## src/rtl/cpu_defs.sv

```systemverilog
// Shared definitions for the hardwired control sequencer: opcodes, ALU codes,
// controller states and the control-word layout driven onto the datapath pins.
package cpu_defs;

  localparam int OPW      = 5;
  localparam int LINK_REG = 15;

  localparam logic [OPW-1:0] OP_LD   = 5'b00000;
  localparam logic [OPW-1:0] OP_ST   = 5'b00010;
  localparam logic [OPW-1:0] OP_ADD  = 5'b00011;
  localparam logic [OPW-1:0] OP_SUB  = 5'b00100;
  localparam logic [OPW-1:0] OP_AND  = 5'b00101;
  localparam logic [OPW-1:0] OP_OR   = 5'b00110;
  localparam logic [OPW-1:0] OP_ADDI = 5'b01100;
  localparam logic [OPW-1:0] OP_BR   = 5'b10010;
  localparam logic [OPW-1:0] OP_JR   = 5'b10011;
  localparam logic [OPW-1:0] OP_JAL  = 5'b10100;
  localparam logic [OPW-1:0] OP_NOP  = 5'b11010;
  localparam logic [OPW-1:0] OP_HALT = 5'b11011;

  localparam logic [OPW-1:0] ALU_ADD = 5'b00011;

  typedef enum logic [3:0] {
    S_IDLE, S_T0, S_T1, S_T2, S_T3, S_T4, S_T5, S_T6, S_T7, S_HALT
  } state_t;

  typedef enum logic [3:0] {
    CL_ALU, CL_ADDI, CL_LD, CL_ST, CL_BR, CL_JR, CL_JAL, CL_NOP, CL_HALT, CL_ILL
  } op_class_t;

  typedef struct packed {
    logic pc_out, mdr_out, zlo_out, r_out, c_out, ba_out;
    logic mar_in, mdr_in, ir_in, y_in, zlow_in, pc_in, r_in, con_in;
    logic gra, grb, grc, inc_pc, read, write;
    logic [OPW-1:0] op_sel;
    logic [15:0]    r_rd;
    logic halted, illegal_op;
  } ctrl_t;

  function automatic op_class_t op_class(input logic [OPW-1:0] op);
    case (op)
      OP_ADD, OP_SUB, OP_AND, OP_OR: return CL_ALU;
      OP_ADDI: return CL_ADDI;
      OP_LD:   return CL_LD;
      OP_ST:   return CL_ST;
      OP_BR:   return CL_BR;
      OP_JR:   return CL_JR;
      OP_JAL:  return CL_JAL;
      OP_NOP:  return CL_NOP;
      OP_HALT: return CL_HALT;
      default: return CL_ILL;
    endcase
  endfunction

endpackage

```

## src/rtl/ctrl_decode.sv

```systemverilog
// Combinational control-word decoder: maps the current step, the instruction
// opcode and the latched branch condition onto the datapath control pins.
module ctrl_decode
  import cpu_defs::*;
(
  input  state_t         state,
  input  logic [OPW-1:0] opcode,
  input  logic           con_taken,
  output ctrl_t          ctrl,
  output logic [3:0]     step
);

  op_class_t cls;
  assign cls = op_class(opcode);

  always_comb begin
    ctrl = '0;
    step = 4'd0;
    case (state)
      S_T0: begin
        step = 4'd0;
        {ctrl.pc_out, ctrl.mar_in, ctrl.inc_pc, ctrl.zlow_in} = 4'b1111;
      end
      S_T1: begin
        step = 4'd1;
        {ctrl.zlo_out, ctrl.pc_in, ctrl.read, ctrl.mdr_in} = 4'b1111;
      end
      S_T2: begin
        step = 4'd2;
        {ctrl.mdr_out, ctrl.ir_in} = 2'b11;
      end
      S_T3: begin
        step = 4'd3;
        case (cls)
          CL_ALU, CL_ADDI: {ctrl.grb, ctrl.r_out, ctrl.y_in} = 3'b111;
          CL_LD, CL_ST:    {ctrl.grb, ctrl.ba_out, ctrl.y_in} = 3'b111;
          CL_BR:           {ctrl.gra, ctrl.r_out, ctrl.con_in} = 3'b111;
          CL_JR:           {ctrl.gra, ctrl.r_out, ctrl.pc_in} = 3'b111;
          CL_JAL: begin
            // Z still holds PC+1 from fetch, so the link value needs no ALU pass
            {ctrl.zlo_out, ctrl.r_in} = 2'b11;
            ctrl.r_rd = 16'd1 << LINK_REG;
          end
          CL_ILL:          ctrl.illegal_op = 1'b1;
          default:         ;
        endcase
      end
      S_T4: begin
        step = 4'd4;
        case (cls)
          CL_ALU: begin
            {ctrl.grc, ctrl.r_out, ctrl.zlow_in} = 3'b111;
            ctrl.op_sel = opcode;
          end
          CL_ADDI, CL_LD, CL_ST: begin
            {ctrl.c_out, ctrl.zlow_in} = 2'b11;
            ctrl.op_sel = ALU_ADD;
          end
          CL_BR:   {ctrl.pc_out, ctrl.y_in} = 2'b11;
          CL_JAL:  {ctrl.gra, ctrl.r_out, ctrl.pc_in} = 3'b111;
          default: ;
        endcase
      end
      S_T5: begin
        step = 4'd5;
        case (cls)
          CL_ALU, CL_ADDI: {ctrl.zlo_out, ctrl.gra, ctrl.r_in} = 3'b111;
          CL_LD, CL_ST:    {ctrl.zlo_out, ctrl.mar_in} = 2'b11;
          CL_BR: begin
            {ctrl.c_out, ctrl.zlow_in} = 2'b11;
            ctrl.op_sel = ALU_ADD;
          end
          default: ;
        endcase
      end
      S_T6: begin
        step = 4'd6;
        case (cls)
          CL_LD:   {ctrl.read, ctrl.mdr_in} = 2'b11;
          CL_ST:   {ctrl.gra, ctrl.r_out, ctrl.mdr_in} = 3'b111;
          CL_BR:   if (con_taken) {ctrl.zlo_out, ctrl.pc_in} = 2'b11;
          default: ;
        endcase
      end
      S_T7: begin
        step = 4'd7;
        case (cls)
          CL_LD:   {ctrl.mdr_out, ctrl.gra, ctrl.r_in} = 3'b111;
          CL_ST:   ctrl.write = 1'b1;
          default: ;
        endcase
      end
      S_HALT:  ctrl.halted = 1'b1;
      default: ;
    endcase
  end

endmodule

```

## src/rtl/control_sequencer.sv

```systemverilog
// Hardwired Moore controller: holds the step register and instruction latches
// and walks fetch T0-T2 followed by the opcode-specific execute steps.
module control_sequencer
  import cpu_defs::*;
(
  input  logic           clk,
  input  logic           clr,
  input  logic           start,
  input  logic [31:0]    IR,
  input  logic           CON_out,
  output logic           PC_out,
  output logic           MDR_out,
  output logic           Zlo_out,
  output logic           R_out,
  output logic           C_out,
  output logic           BAout,
  output logic           MARin,
  output logic           MDRin,
  output logic           IRin,
  output logic           Yin,
  output logic           Zlowin,
  output logic           PCin,
  output logic           Rin,
  output logic           CONin,
  output logic           Gra,
  output logic           Grb,
  output logic           Grc,
  output logic           IncPC,
  output logic           Read,
  output logic           Write,
  output logic [OPW-1:0] op_sel,
  output logic [15:0]    R_rd,
  output logic           halted,
  output logic           illegal_op,
  output logic [3:0]     step
);

  state_t         state;
  logic [OPW-1:0] op_q;
  logic           con_q;
  logic [OPW-1:0] cur_op;
  op_class_t      cls;
  ctrl_t          ctrl;
  logic           unused_ir;

  // IR is loaded at the end of T2, so T3 decodes it live and later steps use the latch
  assign cur_op    = (state == S_T3) ? IR[31:27] : op_q;
  assign cls       = op_class(cur_op);
  assign unused_ir = ^IR[26:0];

  always_ff @(posedge clk or posedge clr) begin
    if (clr) begin
      state <= S_IDLE;
      op_q  <= '0;
      con_q <= 1'b0;
    end else begin
      case (state)
        S_IDLE: if (start) state <= S_T0;
        S_T0:   state <= S_T1;
        S_T1:   state <= S_T2;
        S_T2:   state <= S_T3;
        S_T3: begin
          op_q <= IR[31:27];
          case (cls)
            CL_JR, CL_NOP, CL_ILL: state <= S_T0;
            CL_HALT:               state <= S_HALT;
            default:               state <= S_T4;
          endcase
        end
        S_T4: state <= (cls == CL_JAL) ? S_T0 : S_T5;
        S_T5: begin
          if (cls == CL_ALU || cls == CL_ADDI) begin
            state <= S_T0;
          end else begin
            state <= S_T6;
            con_q <= CON_out;
          end
        end
        S_T6:    state <= (cls == CL_BR) ? S_T0 : S_T7;
        S_T7:    state <= S_T0;
        S_HALT:  state <= S_HALT;
        default: state <= S_IDLE;
      endcase
    end
  end

  ctrl_decode u_decode (
    .state     (state),
    .opcode    (cur_op),
    .con_taken (con_q),
    .ctrl      (ctrl),
    .step      (step)
  );

  assign PC_out     = ctrl.pc_out;
  assign MDR_out    = ctrl.mdr_out;
  assign Zlo_out    = ctrl.zlo_out;
  assign R_out      = ctrl.r_out;
  assign C_out      = ctrl.c_out;
  assign BAout      = ctrl.ba_out;
  assign MARin      = ctrl.mar_in;
  assign MDRin      = ctrl.mdr_in;
  assign IRin       = ctrl.ir_in;
  assign Yin        = ctrl.y_in;
  assign Zlowin     = ctrl.zlow_in;
  assign PCin       = ctrl.pc_in;
  assign Rin        = ctrl.r_in;
  assign CONin      = ctrl.con_in;
  assign Gra        = ctrl.gra;
  assign Grb        = ctrl.grb;
  assign Grc        = ctrl.grc;
  assign IncPC      = ctrl.inc_pc;
  assign Read       = ctrl.read;
  assign Write      = ctrl.write;
  assign op_sel     = ctrl.op_sel;
  assign R_rd       = ctrl.r_rd;
  assign halted     = ctrl.halted;
  assign illegal_op = ctrl.illegal_op;

endmodule
```

## config.mk

```make
export PLATFORM = sky130hd
export DESIGN_NAME = control_sequencer
export DESIGN_NICKNAME = d
export VERILOG_FILES = /design/src/rtl/cpu_defs.sv /design/src/rtl/ctrl_decode.sv /design/src/rtl/control_sequencer.sv
export SDC_FILE = /design/constraint.sdc
export NUM_CORES = 1
export LEC_CHECK = 0
export BUFFER_PORTS_ARGS = -buffer_cell sky130_fd_sc_hd__buf_2
export CAP_MARGIN = 20
export CELL_PAD_IN_SITES_DETAIL_PLACEMENT = 1
export CELL_PAD_IN_SITES_GLOBAL_PLACEMENT = 1
export CORE_MARGIN = 2
export CORE_UTILIZATION = 36
export CTS_CLUSTER_SIZE = 20
export DETAILED_ROUTE_END_ITERATION = 10
export PLACE_DENSITY_LB_ADDON = 0.1
export SETUP_SLACK_MARGIN = 0.2
export SLEW_MARGIN = 20
export SYNTH_ARGS = -nofsm -noshare
export SYNTH_HDL_FRONTEND = slang
export SYNTH_HIERARCHICAL = 1
export SYNTH_SLANG_ARGS = --single-unit
```

## constraint.sdc

```tcl
create_clock -name clk -period 8.7 [get_ports clk]
set_input_delay 0.87 -clock clk [delete_from_list [all_inputs] [get_ports clk]]
set_output_delay 0.87 -clock clk [all_outputs]
set_load 0.01 [all_outputs]
```

==> results.toml <==
[synthesis]
synth_top_area_cell = "dfrtp_1"
ys_top_cells_by_count = "21 x nand2_1, 19 x nor2_1, 18 x buf_4, 11 x ha_1, 11 x nand3_1"
async_flop_share_pct = 100
ys_seq_area_share_pct = 13.4
synth_cell_types = 60
yosysWarnings = 6
synth_area_leaders = "dfrtp_1 13%, ha_1 7.4%, buf_4 7.3%"
synth_top_flop_cell = "dfrtp_1"
netlist_instances = 248
ys_ff_latch = 10
synth_area_sq_um = 1860
yosysMostFrequentCell = "nand2_1"
synth_top_area_share_pct = 13.4
synth_edf_count = 0
syn_area_per_cell_sq_um = 7.50

[final_layout]
fin_area_sq_um = 2060
area_delta_synth_final_pct = 10.6
n_fill_cell = 672
drive_gt1_share_pct = 22.7
num_antenna_cells = 0
final_nets = 326
ff_latch_area_sq_um = 250
multi_input_area_sq_um = 1420

[global_routing]
grt-ovfl-total = 0
grt_max_degree = 21
grt_pass1_vias = 1696
grt_util_all_layers_pct = 18.6
antenna_found_initial = 0
grt_pass1_wl_mm = 8.34

[placed_design]
dp_hpwl_mm = 4.00
globalplace.congestion = 0.804
port_buffers = 39
dpl_cell_area_sq_um = 2000

[cts]
clock-sinks = 10
clk_path_buf_depth = 2
cts_made_buffers = 3
htreeDepth = 1
clkTransAtPathRegs_ns = 0.06
insertion_delay_ns = 0.24
root_buffer = "clkbuf_8"
tritoncts = "built"
post-cts-setup-buffer-count = 0
cts_hold_buffers = 0
cts_resized = 0

[floorplanning]
core-area_sq_um = 5040
die-area_sq_um = 5760
pin_count = 83
die_y_um = 75.9
rows = 26
start_util_pct = 36.9
dieWidth_um = 75.9

[drt]
finalWirelength_mm = 5.24
drc = 0
drtPass1Iterations = 4
vias = 1861
vias_per_cell = 5.35
route.detailed.wl_per_inst_um = 15.1
postRouteAntennaNets = 0
drt_iter0_drc = 74

[timing]
tightest_slew_ns = 0.581
hold_viol_final = 0
setup_viol = 0
rsz0062_at_grt = "false"
min_period_ns = 4.79
max_freq_mhz = 209
skew_ns = 0.00884
max_slew_margin_pct = 61.3
slew_viol_final = 0
finalCritPeriodShare_pct = 55.1
tns_ns = 0

[worst_setup_path]
cp_max_fo = 17
r2r_cells = 11
worstPathArrival_ns = 3.92
endpoint_kind = "output port"
cp-start-kind = "flop"
crit_type = "reg -> out"
r2r_slack_ns = 5.12
cp.required_ns = 7.83

[worst_hold_path]
hold_path.class = "reg -> reg"
min_path_cells = 1

[power]
leakagePower_nw = 1.00
p_per_area_nw_per_um2 = 393
ir_drop_uv = 152

[outcome]
outcome = "finished, final reports clean"

[flow_run]
drv_cap = 0
==> metal layers <==
metal / wire length [um] / vias up / track usage, %
met5: 0 / - / 0
met4: 10 / 0 / 1.75
met3: 181 / 2 / 2.91
met2: 2330 / 38 / 29.2
met1: 2720 / 889 / 27.6
li1: - / 932 / -
==> registers in the layout (all words and copies together), names as in the netlist <==
register,cells
state,4
con_q,1
op_q,5
==> cell families (layout without fill, tap and decap cells) <==
| family | count (synthesis) | count (layout) | synth area share (%) |
|---|---|---|---|
| muxes | 12 | 12 | 6.99 |
| adders and majority gates | 11 | 11 | 7.40 |
| other | 1 | 16 | 0.202 |
| and+or+nand+nor | 118 | 118 | 36.5 |
| DFF | 10 | 10 | 13.4 |
| AOI/OAI and AO/OA | 54 | 54 | 21.3 |
| buffers and inverters | 40 | 55 | 13.2 |
| xor gates and xnor gates | 2 | 2 | 0.942 |
==> report_power, final <==
group | switching, mW | internal, mW | leakage (nW)
clock | 0.0209 | 0.0399 | 0.0288
sequential | 0.0590 | 0.0688 | 0.123
combinational | 0.381 | 0.239 | 0.848
total | 0.461 | 0.348 | 1.00
==> layout make-up <==
| class | instances | share of cell area, % |
|---|---|---|
| Clock buffer | 4 | 2.67 |
| Inverter | 11 | 2.01 |
| Multi-Input combinational cell | 213 | 69.1 |
| Sequential cell | 10 | 12.2 |
| Tap cell | 70 | 4.26 |
| Timing Repair Buffer | 40 | 9.85 |
==> metrics by stage <==
stage	total power, mW	instances	utilization [%]	setup WS (ns)	hold slack (ns)
final	0.809	348	40.8	3.91	0.513
after global routing	0.893	348	40.8	3.56	0.527
after CTS	0.811	348	40.8	3.87	0.516
after detailed placement	0.743	344	39.7	4.18	0.502
after global placement	0.743	344	39.7	4.11	0.492
after floorplan	0.618	263	-	4.62	0.480
==> final timing paths <==
check | endpoint | start
worst max-delay path | Gra | state[2]$_DFFE_PP0P_
worst min-delay path | con_q$_DFFE_PP0P_ | con_q$_DFFE_PP0P_
worst max register to register | state[2]$_DFFE_PP0P_ | state[0]$_DFFE_PP0P_
worst min register to register | con_q$_DFFE_PP0P_ | con_q$_DFFE_PP0P_
max in group asynchronous | op_q[0]$_DFF_PP0_ | clr
min in group asynchronous | con_q$_DFFE_PP0P_ | clr
==> critical path, stage by stage (launching register included) <==
cell and delay (ns):
dfrtp_1 0.65, nor4b_2 0.29, buf_4 0.24, nand2_1 0.07, nand2_1 0.28, inv_1 0.18, ha_1 0.24, nand2b_1 0.15
a311oi_1 0.52, nand2b_1 0.41, nor4_1 0.12, or3_1 0.37, buf_2 0.14
==> cells in the final DEF (no fill, tap or decap), types with 7 or more instances in the layout <==
cell type,synthesis,layout
nand3_1,11,11
nor3_1,7,7
inv_1,10,10
nand2_1,21,21
o21ai_0,10,10
nor2_1,19,19
buf_2,4,39
nor2b_1,8,8
dfrtp_1,10,10
nand2b_1,9,9
ha_1,11,11
conb_1,1,16
(Power assumes the default switching activity.)
